`config.mk`:
```
export PLATFORM = sky130hd
export DESIGN_NAME = unsigned_issue_ctrl
export DESIGN_NICKNAME = d
export VERILOG_FILES = /design/src/rtl/unsigned_issue_ctrl.sv
export SDC_FILE = /design/constraint.sdc
export NUM_CORES = 1
export LEC_CHECK = 0
export ABC_AREA = 1
export CORE_ASPECT_RATIO = 0.6
export CORE_MARGIN = 1.5
export CORE_UTILIZATION = 44
export DETAILED_ROUTE_END_ITERATION = 10
export PLACE_DENSITY = 0.93
export SKIP_CTS_REPAIR_TIMING = 1
export SYNTH_ARGS = -nofsm -noshare
export SYNTH_HDL_FRONTEND = slang
export SYNTH_SLANG_ARGS = --single-unit
```
`constraint.sdc`:
```
create_clock -name clk -period 4.3 [get_ports clk]
set_input_delay 0.86 -clock clk [delete_from_list [all_inputs] [get_ports clk]]
set_output_delay 0.86 -clock clk [all_outputs]
set_load 0.02 [all_outputs]
```
`src/rtl/unsigned_issue_ctrl.sv`:
```
// unsigned_issue_ctrl
// Sequential issue/capture stage wrapped around a combinational unsigned
// arithmetic unit. One operation (A, B, OpCode) is accepted at a time over a
// valid/ready handshake.
//
// The operands are held on registered outputs for a per-opcode number of
// settle cycles. The unit's Answer is then captured and offered downstream
// over a second valid/ready handshake. Because the operands stay stable for
// the whole settle window, the long multiply and divide paths can be
// constrained as multicycle paths.
//
// Ports
//   clk, reset           clock and synchronous active-high reset
//   in_valid, in_ready   upstream handshake
//   in_a, in_b, in_op    operation to issue (op: 00 add, 01 sub, 10 mul, 11 div)
//   op_a, op_b, op_code  registered operands driven to the arithmetic unit
//   unit_answer          combinational Answer returned by the unit
//   res_valid, res_ready downstream handshake
//   res_data, res_dz     captured result and divide-by-zero flag
//   busy                 high while an operation is settling or a result is held
module unsigned_issue_ctrl #(
   parameter int ADD_CYCLES = 1,
   parameter int MUL_CYCLES = 4,
   parameter int DIV_CYCLES = 8
) (
   input  logic        clk,
   input  logic        reset,
   input  logic        in_valid,
   output logic        in_ready,
   input  logic [31:0] in_a,
   input  logic [31:0] in_b,
   input  logic [1:0]  in_op,
   output logic [31:0] op_a,
   output logic [31:0] op_b,
   output logic [1:0]  op_code,
   input  logic [31:0] unit_answer,
   output logic        res_valid,
   input  logic        res_ready,
   output logic [31:0] res_data,
   output logic        res_dz,
   output logic        busy
);

   typedef enum logic [1:0] {
      IDLE = 2'd0,
      WAIT = 2'd1,
      DONE = 2'd2
   } state_t;

   // The counter is loaded with N-1 so that it reaches zero on the cycle in
   // which the result is captured. This gives a latency of exactly N edges.
   localparam logic [7:0] ADD_LOAD = 8'(ADD_CYCLES - 1);
   localparam logic [7:0] MUL_LOAD = 8'(MUL_CYCLES - 1);
   localparam logic [7:0] DIV_LOAD = 8'(DIV_CYCLES - 1);

   state_t      state;
   state_t      next_state;
   logic [7:0]  cnt;
   logic [7:0]  cnt_load;
   logic        accept;
   logic        capture;
   logic        div_by_zero;

   // Retiring the result in DONE frees the stage in the same cycle. This lets
   // a new operation be accepted on the retire edge.
   assign in_ready    = (state == IDLE) | ((state == DONE) & res_ready);
   assign accept      = in_valid & in_ready;
   assign capture     = (state == WAIT) && (cnt == 8'd0);
   assign div_by_zero = (op_code == 2'b11) && (op_b == 32'd0);
   assign busy        = (state == WAIT) | (state == DONE);

   // Settle time selected by the incoming opcode. Add and sub share a value.
   always_comb begin
      cnt_load = ADD_LOAD;
      case (in_op)
         2'b10:   cnt_load = MUL_LOAD;
         2'b11:   cnt_load = DIV_LOAD;
         default: cnt_load = ADD_LOAD;
      endcase
   end

   // State register.
   always_ff @(posedge clk) begin
      if (reset) begin
         state <= IDLE;
      end else begin
         state <= next_state;
      end
   end

   // Next-state logic.
   always_comb begin
      next_state = state;
      case (state)
         IDLE: begin
            if (accept) next_state = WAIT;
         end
         WAIT: begin
            if (cnt == 8'd0) next_state = DONE;
         end
         DONE: begin
            if (res_valid && res_ready) next_state = accept ? WAIT : IDLE;
         end
         default: next_state = IDLE;
      endcase
   end

   // Operand registers, settle counter and result capture. A divide by zero
   // ignores whatever the unit returns and reports all-ones.
   always_ff @(posedge clk) begin
      if (reset) begin
         op_a      <= 32'd0;
         op_b      <= 32'd0;
         op_code   <= 2'b00;
         cnt       <= 8'd0;
         res_data  <= 32'd0;
         res_dz    <= 1'b0;
         res_valid <= 1'b0;
      end else begin
         if (accept) begin
            op_a    <= in_a;
            op_b    <= in_b;
            op_code <= in_op;
            cnt     <= cnt_load;
         end else if ((state == WAIT) && (cnt != 8'd0)) begin
            cnt <= cnt - 8'd1;
         end

         if (capture) begin
            res_data  <= div_by_zero ? 32'hFFFF_FFFF : unit_answer;
            res_dz    <= div_by_zero;
            res_valid <= 1'b1;
         end else if (res_valid && res_ready) begin
            res_valid <= 1'b0;
         end
      end
   end

endmodule

```
Yosys cells after proc, flatten, opt, wreduce, memory -nomap -nowiden:

Index checks and enable logic that the tools add are counted.

* add/sub/neg operators: 1
* multiply operators: 0
* div/mod/pow operators: 0
* order comparisons: 0
* equal/unequal tests: 8
* shifts and indexed selects: 0
* multiplexer cells: 11
* bitwise logic cells: 4
* reduce and logical (&&, ||, !) cells: 11

Operator list (number)
* $logic_not 32->1: 1
* $mux 32: 1
* $mux 8: 2
* $eq 2x2->1 const B: 4
* $logic_not 8->1: 1
* $reduce_bool 8->1: 1
* $sub 8x1->8 const B: 1
* $mux 2: 3
* $pmux 2 s3: 1
* $pmux 3 s2: 1
* $logic_and 1x1->1: 4
* $ne 2x1->1 const B: 2
* $reduce_bool 2->1: 2
* $mux 1: 3
* $reduce_and 3->1: 1
* $and 1x1->1: 2
* $eq 2x1->1 const B: 1
* $logic_not 2->1: 1
* $ne 2x2->1 const B: 1
* $or 1x1->1: 2

* register bits after elaboration: 110
* bits in latches: 0
* bits in writable memories: 0
* bits in read-only memories: 0
* input bits: 102
* output and inout port bits: 102
* word-level logic and storage cells: 43
* memories kept: 0

Longest topological paths before layout:

Gate-level depths: netlist (run 1).

* depth after elaboration: 7
* mapped depth: 11
* depth with buffers taken out: 10

Least setup slack after synthesis (run 1):

No wires, ideal clock.

* path kind: input -> output
* start: in res_ready
* end: out in_ready
* arrival time: 1090 ps
* data required time: 3440 ps
* path slack: 2350 ps
* stages on the path: 2
* buffers on the path: 0
* path through: nand2_1 -> nand2_1

* cells in the longest elaborated chain, start to end: 2

Ends and longest elaborated chain
* from (decl): RTL line 38 `input logic res_ready,`
* $and 1x1->1: RTL line 66 `assign in_ready = (state == IDLE) | ((state == DONE) & res_ready);`
* $or 1x1->1: RTL line 66
* to (decl): RTL line 29 `output logic in_ready,`

No other way between the ends.

Worst setup path after layout (run 1):

Ends and elaborated chain as after synthesis.

==> reports/qor.csv, run 1 <==
metric;value;unit
dieArea;0.0102;mm²
drt_pre_antenna_iters;4;
grt_pass1_wl;20200;µm
final_cell_mix;clkdlybuf4s50_1, nor2_1, dfxtp_1, o21ai_0, a21oi_1;
finalPower;4.57;mW
htreeDepth;3;
fin_util;71.5;%
ys_seq_area_share;52.0;%
row_count;27;
hold-path-cell-count;2;
synth_area_leaders;dfxtp_1, nor2_1, o21ai_0, a21oi_1, o21ai_1;
die_w;130;µm
hold-worst-slack;0.483;ns
clockBufferDepth;2;
tightest_slew;1.32;ns
nNetsFinal;842;
chipHeight;79.0;µm
period_share;69.9;%
numCtsBuffers;9;
fmax;333;MHz
pin_count;204;
area_delta_synth_final;56.2;%
clkLatencyLatePin;0.35;ns
final_cells;869;
worstPathRequired;3.44;ns
crit_type;input port to output pin;
root_buffer;clkbuf_16;
path_max_fanout;3;
endpoint_kind;output pin;
r2r_cells;5;
route.detailed.drc;0;
core_area;0.00926;mm²
yosysUniqueCellTypes;26;
met2_length;6080;µm
clkTransAtPathRegs;0.07;ns
viasPerCell;4.98;
dpl_cell_area;0.00627;mm²
max_cap_violations;0;
tns;0;ns
syn_nets;659;
drive_gt1_share;3.92;%
top_layer;met4;
drt.antenna.violating_nets;0;
track_usage;24.9;%
ir_worst_vdd;0.000303;V
start_kind;input port;
hold_path.class;register to register;
final_common_cell;clkdlybuf4s50_1;
gp_congestion;0.829;
setup_ws;1.29;ns
cp.arrival;2.15;ns
setup_viol;0;
finalClockSkew;0.0104;ns
final_area;0.00662;mm²
dp_hpwl;9110;µm
vias;4327;
cts_tree;yes;
met1_length;5590;µm
synth_area;0.00424;mm²
p_leak;2.61;nW
ys_ff_latch;110;
synthCells;551;
ys_warn_count;0;
route.met3.wl;748;µm
post-place-ws;1.30;ns
cts_sinks;110;
min_period;3.01;ns
synth_top_area_share;52.0;%
drtIter0Drc;201;
maxSlewHeadroom;12.0;%
grt_start_max_net_pins;79;
portBuffers;203;
slew_violations;0;
antenna_found_initial;0;
drt_wl_total;12700;µm
p_per_area;691;mW/mm²
n_antenna_cell;0;
start_util;45.8;%
outcome;complete, no violations;
dp_cells;853;
synth_area_leader_cell;dfxtp_1;
grt_pass1_vias;4301;
syn_avg_cell_area;7.69;µm²
rsz0062_at_grt;false;
finalHoldViolCount;0;
drt-wirelength-per-cell;14.6;µm
grt_overflow_total;0;
==> critical path, stage by stage <==
cell and delay (ns):
clkdlybuf4s50_1 0.50, nand2_1 0.06, nand2_1 0.11, clkdlybuf4s50_1 0.62
==> cells in the mapped netlist (all sizes together) <==
| cell | instances |
|---|---|
| nor2 | 169 |
| dfxtp | 110 |
| o21ai | 106 |
| a21oi | 51 |
| inv | 28 |
| nand2 | 27 |
| clkbuf | 18 |
| buf | 16 |
| nand4 | 8 |
| ha | 6 |
| nand3 | 4 |
| clkinv | 2 |
| xor2 | 2 |
| a22oi | 1 |
| nand3b | 1 |
| o211ai | 1 |
| or2 | 1 |
==> cells by family (layout without fill, tap and decap cells) <==
family | count (synthesis) | after routing | share of synthesized area (%)
adders and majority gates | 6 | 6 | 1.77
AOI/OAI and AO/OA | 159 | 159 | 18.9
DFF | 110 | 110 | 52.0
xor gates and xnor gates | 2 | 2 | 0.413
and+or+nand+nor | 210 | 210 | 19.9
buffers and inverters | 64 | 252 | 7.03
==> state kept, by name, summed over array words and instances (netlist names) <==
signal and cells:
res_valid 1, op_b 32, op_code 2, cnt 8, res_data 32, state 2
op_a 32, res_dz 1
==> layer usage <==
metal	global-route usage, %	vias up
met5	0	-
met4	8.00	0
met3	8.09	33
met2	42.9	132
met1	29.4	2006
li1	-	2156
==> cell type report <==
cell class / instances / area, µm²
fillers: 753 / 2640
multi-input cells: 377 / 1740
repair buffers: 206 / 2050
clock buffers: 9 / 225
flip-flops and latches: 110 / 2200
clock inverters: 7 / 120
well taps: 130 / 163
inverters: 30 / 118
==> worst paths after layout <==
| path | start | to | slack [ns] |
|---|---|---|---|
| worst min register to register | op_a[22] | op_a[22] | 0.48 |
| worst min-delay path | op_a[22] | op_a[22] | 0.48 |
| worst max register to register | op_b[13] | res_data[13] | 1.91 |
| worst max-delay path | res_ready | in_ready | 1.29 |
==> where the power goes <==
part	internal [mW]	leakage (nW)	total (mW)	switching, mW
combinational	0.880	1.54	2.08	1.20
sequential	1.35	0.907	1.55	0.197
clock	0.571	0.166	0.948	0.377
total	2.80	2.61	4.57	1.77
(Power assumes the default switching activity.)
==> inputs of run 2 (changes only) <==
CORE_UTILIZATION = 37   (was 44)
PLACE_DENSITY = 0.84   (was 0.93)
clock period = 2.7 ns   (was 4.3 ns; I/O delays follow)
==> run 2 against run 1 <==
Compared with the run above:
- first-iteration DRC count is 10% higher
- clock power is 33% higher
- die area is 18% higher
- critical path type unchanged
==> reports/qor.csv, run 2 (synthesis results as in run 1) <==
metric;value;unit;change
clkLatencyLatePin;0.34;ns;about the same
outcome;complete, no violations;;
drt-wirelength-per-cell;13.4;µm;-8.3%
antenna_found_initial;0;;unchanged
dp_hpwl;8370;µm;-8.1%
met2_length;4910;µm;-19%
min_period;2.40;ns;
htreeDepth;3;;unchanged
worst_path_largest_cell_delay;0.62;ns;about the same
met1_length;5870;µm;+5.0%
r2r_setup_slack;0.83;ns;-1.08 ns
grt_pass1_wl;19400;µm;-3.9%
nNetsFinal;846;;+0.48%
cp-startpoint;res_ready;;
multi_input_area;0.00174;mm²;unchanged
route.detailed.drc;0;;unchanged
cts_tree;yes;;
cp.arrival;1.86;ns;-0.29 ns
numCtsBuffers;9;;unchanged
root_buffer;clkbuf_16;;
maxSlewHeadroom;56.4;%;+44 points
tns;0;ns;unchanged
max_cap_violations;0;;unchanged
final_cells;887;;+2.1%
ir_worst_vdd;0.000642;V;+110%
clockBufferDepth;2;;unchanged
drt_pre_antenna_iters;6;;+2
crit_slowest_cell;clkdlybuf4s50_1;;
cts_sinks;110;;unchanged
drt.antenna.violating_nets;0;;unchanged
grt_pass1_vias;3928;;-8.7%
top_regs;op_a (32), op_b (32), res_data (32);;
dp_cells;871;;+2.1%
core_area;0.0112;mm²;+21%
worstPathCellList;clkdlybuf4s50_1 -> nand2_1 -> nand2_1 -> clkdlybuf4s50_1;;
grt_overflow_total;0;;unchanged
worstPathRequired;2.16;ns;-1.28 ns
reg2reg_from;state[1];;
n_antenna_cell;0;;unchanged
setup_ws;0.302;ns;-0.991 ns
start_kind;input port;;
hold_path.class;register to register;;
dieArea;0.0121;mm²;+18%
fmax;417;MHz;
top_layer;met4;;
p_per_area;1060;mW/mm²;+53%
path_max_fanout;3;;unchanged
drtIter0Drc;222;;+10%
vias;4202;;-2.9%
portBuffers;203;;unchanged
clkTransAtPathRegs;0.07;ns;about the same
chipHeight;85.9;µm;+8.7%
p_leak;2.61;nW;about the same
die_w;141;µm;+8.8%
area_delta_synth_final;56.5;%;
drive_gt1_share;4.31;%;+0.38 points
viasPerCell;4.74;;-4.9%
route.met3.wl;1010;µm;+35%
post-place-ws;0.331;ns;-0.971 ns
pin_count;204;;unchanged
slew_violations;0;;unchanged
final_area;0.00663;mm²;+0.15%
endpoint_kind;output pin;;
gp_congestion;0.776;;-6.5%
drt_wl_total;11900;µm;-6.4%
track_usage;19.9;%;-5.0 points
period_share;88.8;%;
grt_start_max_net_pins;79;;unchanged
finalClockSkew;0.0119;ns;+0.00148 ns
setup_viol;0;;unchanged
crit_type;input port to output pin;;
dpl_cell_area;0.00635;mm²;+1.2%
tightest_slew;0.655;ns;-0.662 ns
final_cell_mix;clkdlybuf4s50_1, nor2_1, dfxtp_1, o21ai_0, a21oi_1;;
fill_cells;1004;;+33%
final_common_cell;clkdlybuf4s50_1;;
min_from;op_b[6];;
row_count;30;;+11%
finalHoldViolCount;0;;unchanged
register_area;0.00220;mm²;unchanged
rsz0062_at_grt;false;;
start_util;37.8;%;-8.0 points
run 2: stage by stage:
| stage | utilization [%] | power, mW | hold WS, ns |
|---|---|---|---|
| 5_1_grt | 59.1 | 7.48 | 0.491 |
| 4_1_cts | 59.1 | 7.05 | 0.477 |
| 2_1_floorplan | - | 4.40 | 0.464 |
| 6_report | 59.1 | 7.00 | 0.474 |
| 3_3_place_gp | 56.6 | 5.72 | 0.457 |
| 3_5_place_dp | 56.6 | 5.76 | 0.462 |
run 2: power breakdown:
part           total, mW  switching (mW)  internal, mW
clock               1.26           0.601         0.663
sequential          2.45           0.300          2.15
combinational       3.29            1.86          1.42
run 2: path summary, 6_finish.rpt:
path | endpoint | cells past startpoint
max reg2reg | op_b[5] | 8
min | op_b[6] | 2
max | in_ready | 4
min reg2reg | op_b[6] | 2
run 2: layout make-up:
cell class / count / area share (%)
multi-input cells: 377 / 26.2
well taps: 144 / 2.72
clock buffers: 11 / 3.66
clock inverters: 5 / 0.604
flip-flops and latches: 110 / 33.2
repair buffers: 210 / 31.8
inverters: 30 / 1.77
run 2: critical path, delay by kind of cell:
kind | cells | cell delay (ns)
buf+inv | 2 | 1.13
simple gates | 2 | 0.19
run 2: layer usage:
metal  track usage [%]  up-vias
li1                  -     2164
met2              30.0      140
met5                 0        -
met4              4.55        0
met3              7.20       10
met1              27.3     1888
==> inputs of run 3 (changes only) <==
HOLD_SLACK_MARGIN = 0.15   (was not set)
SETUP_SLACK_MARGIN = 0.2   (was not set)
==> results of run 3 <==
Final layout, timing and power as in run 2 (identical DEF).
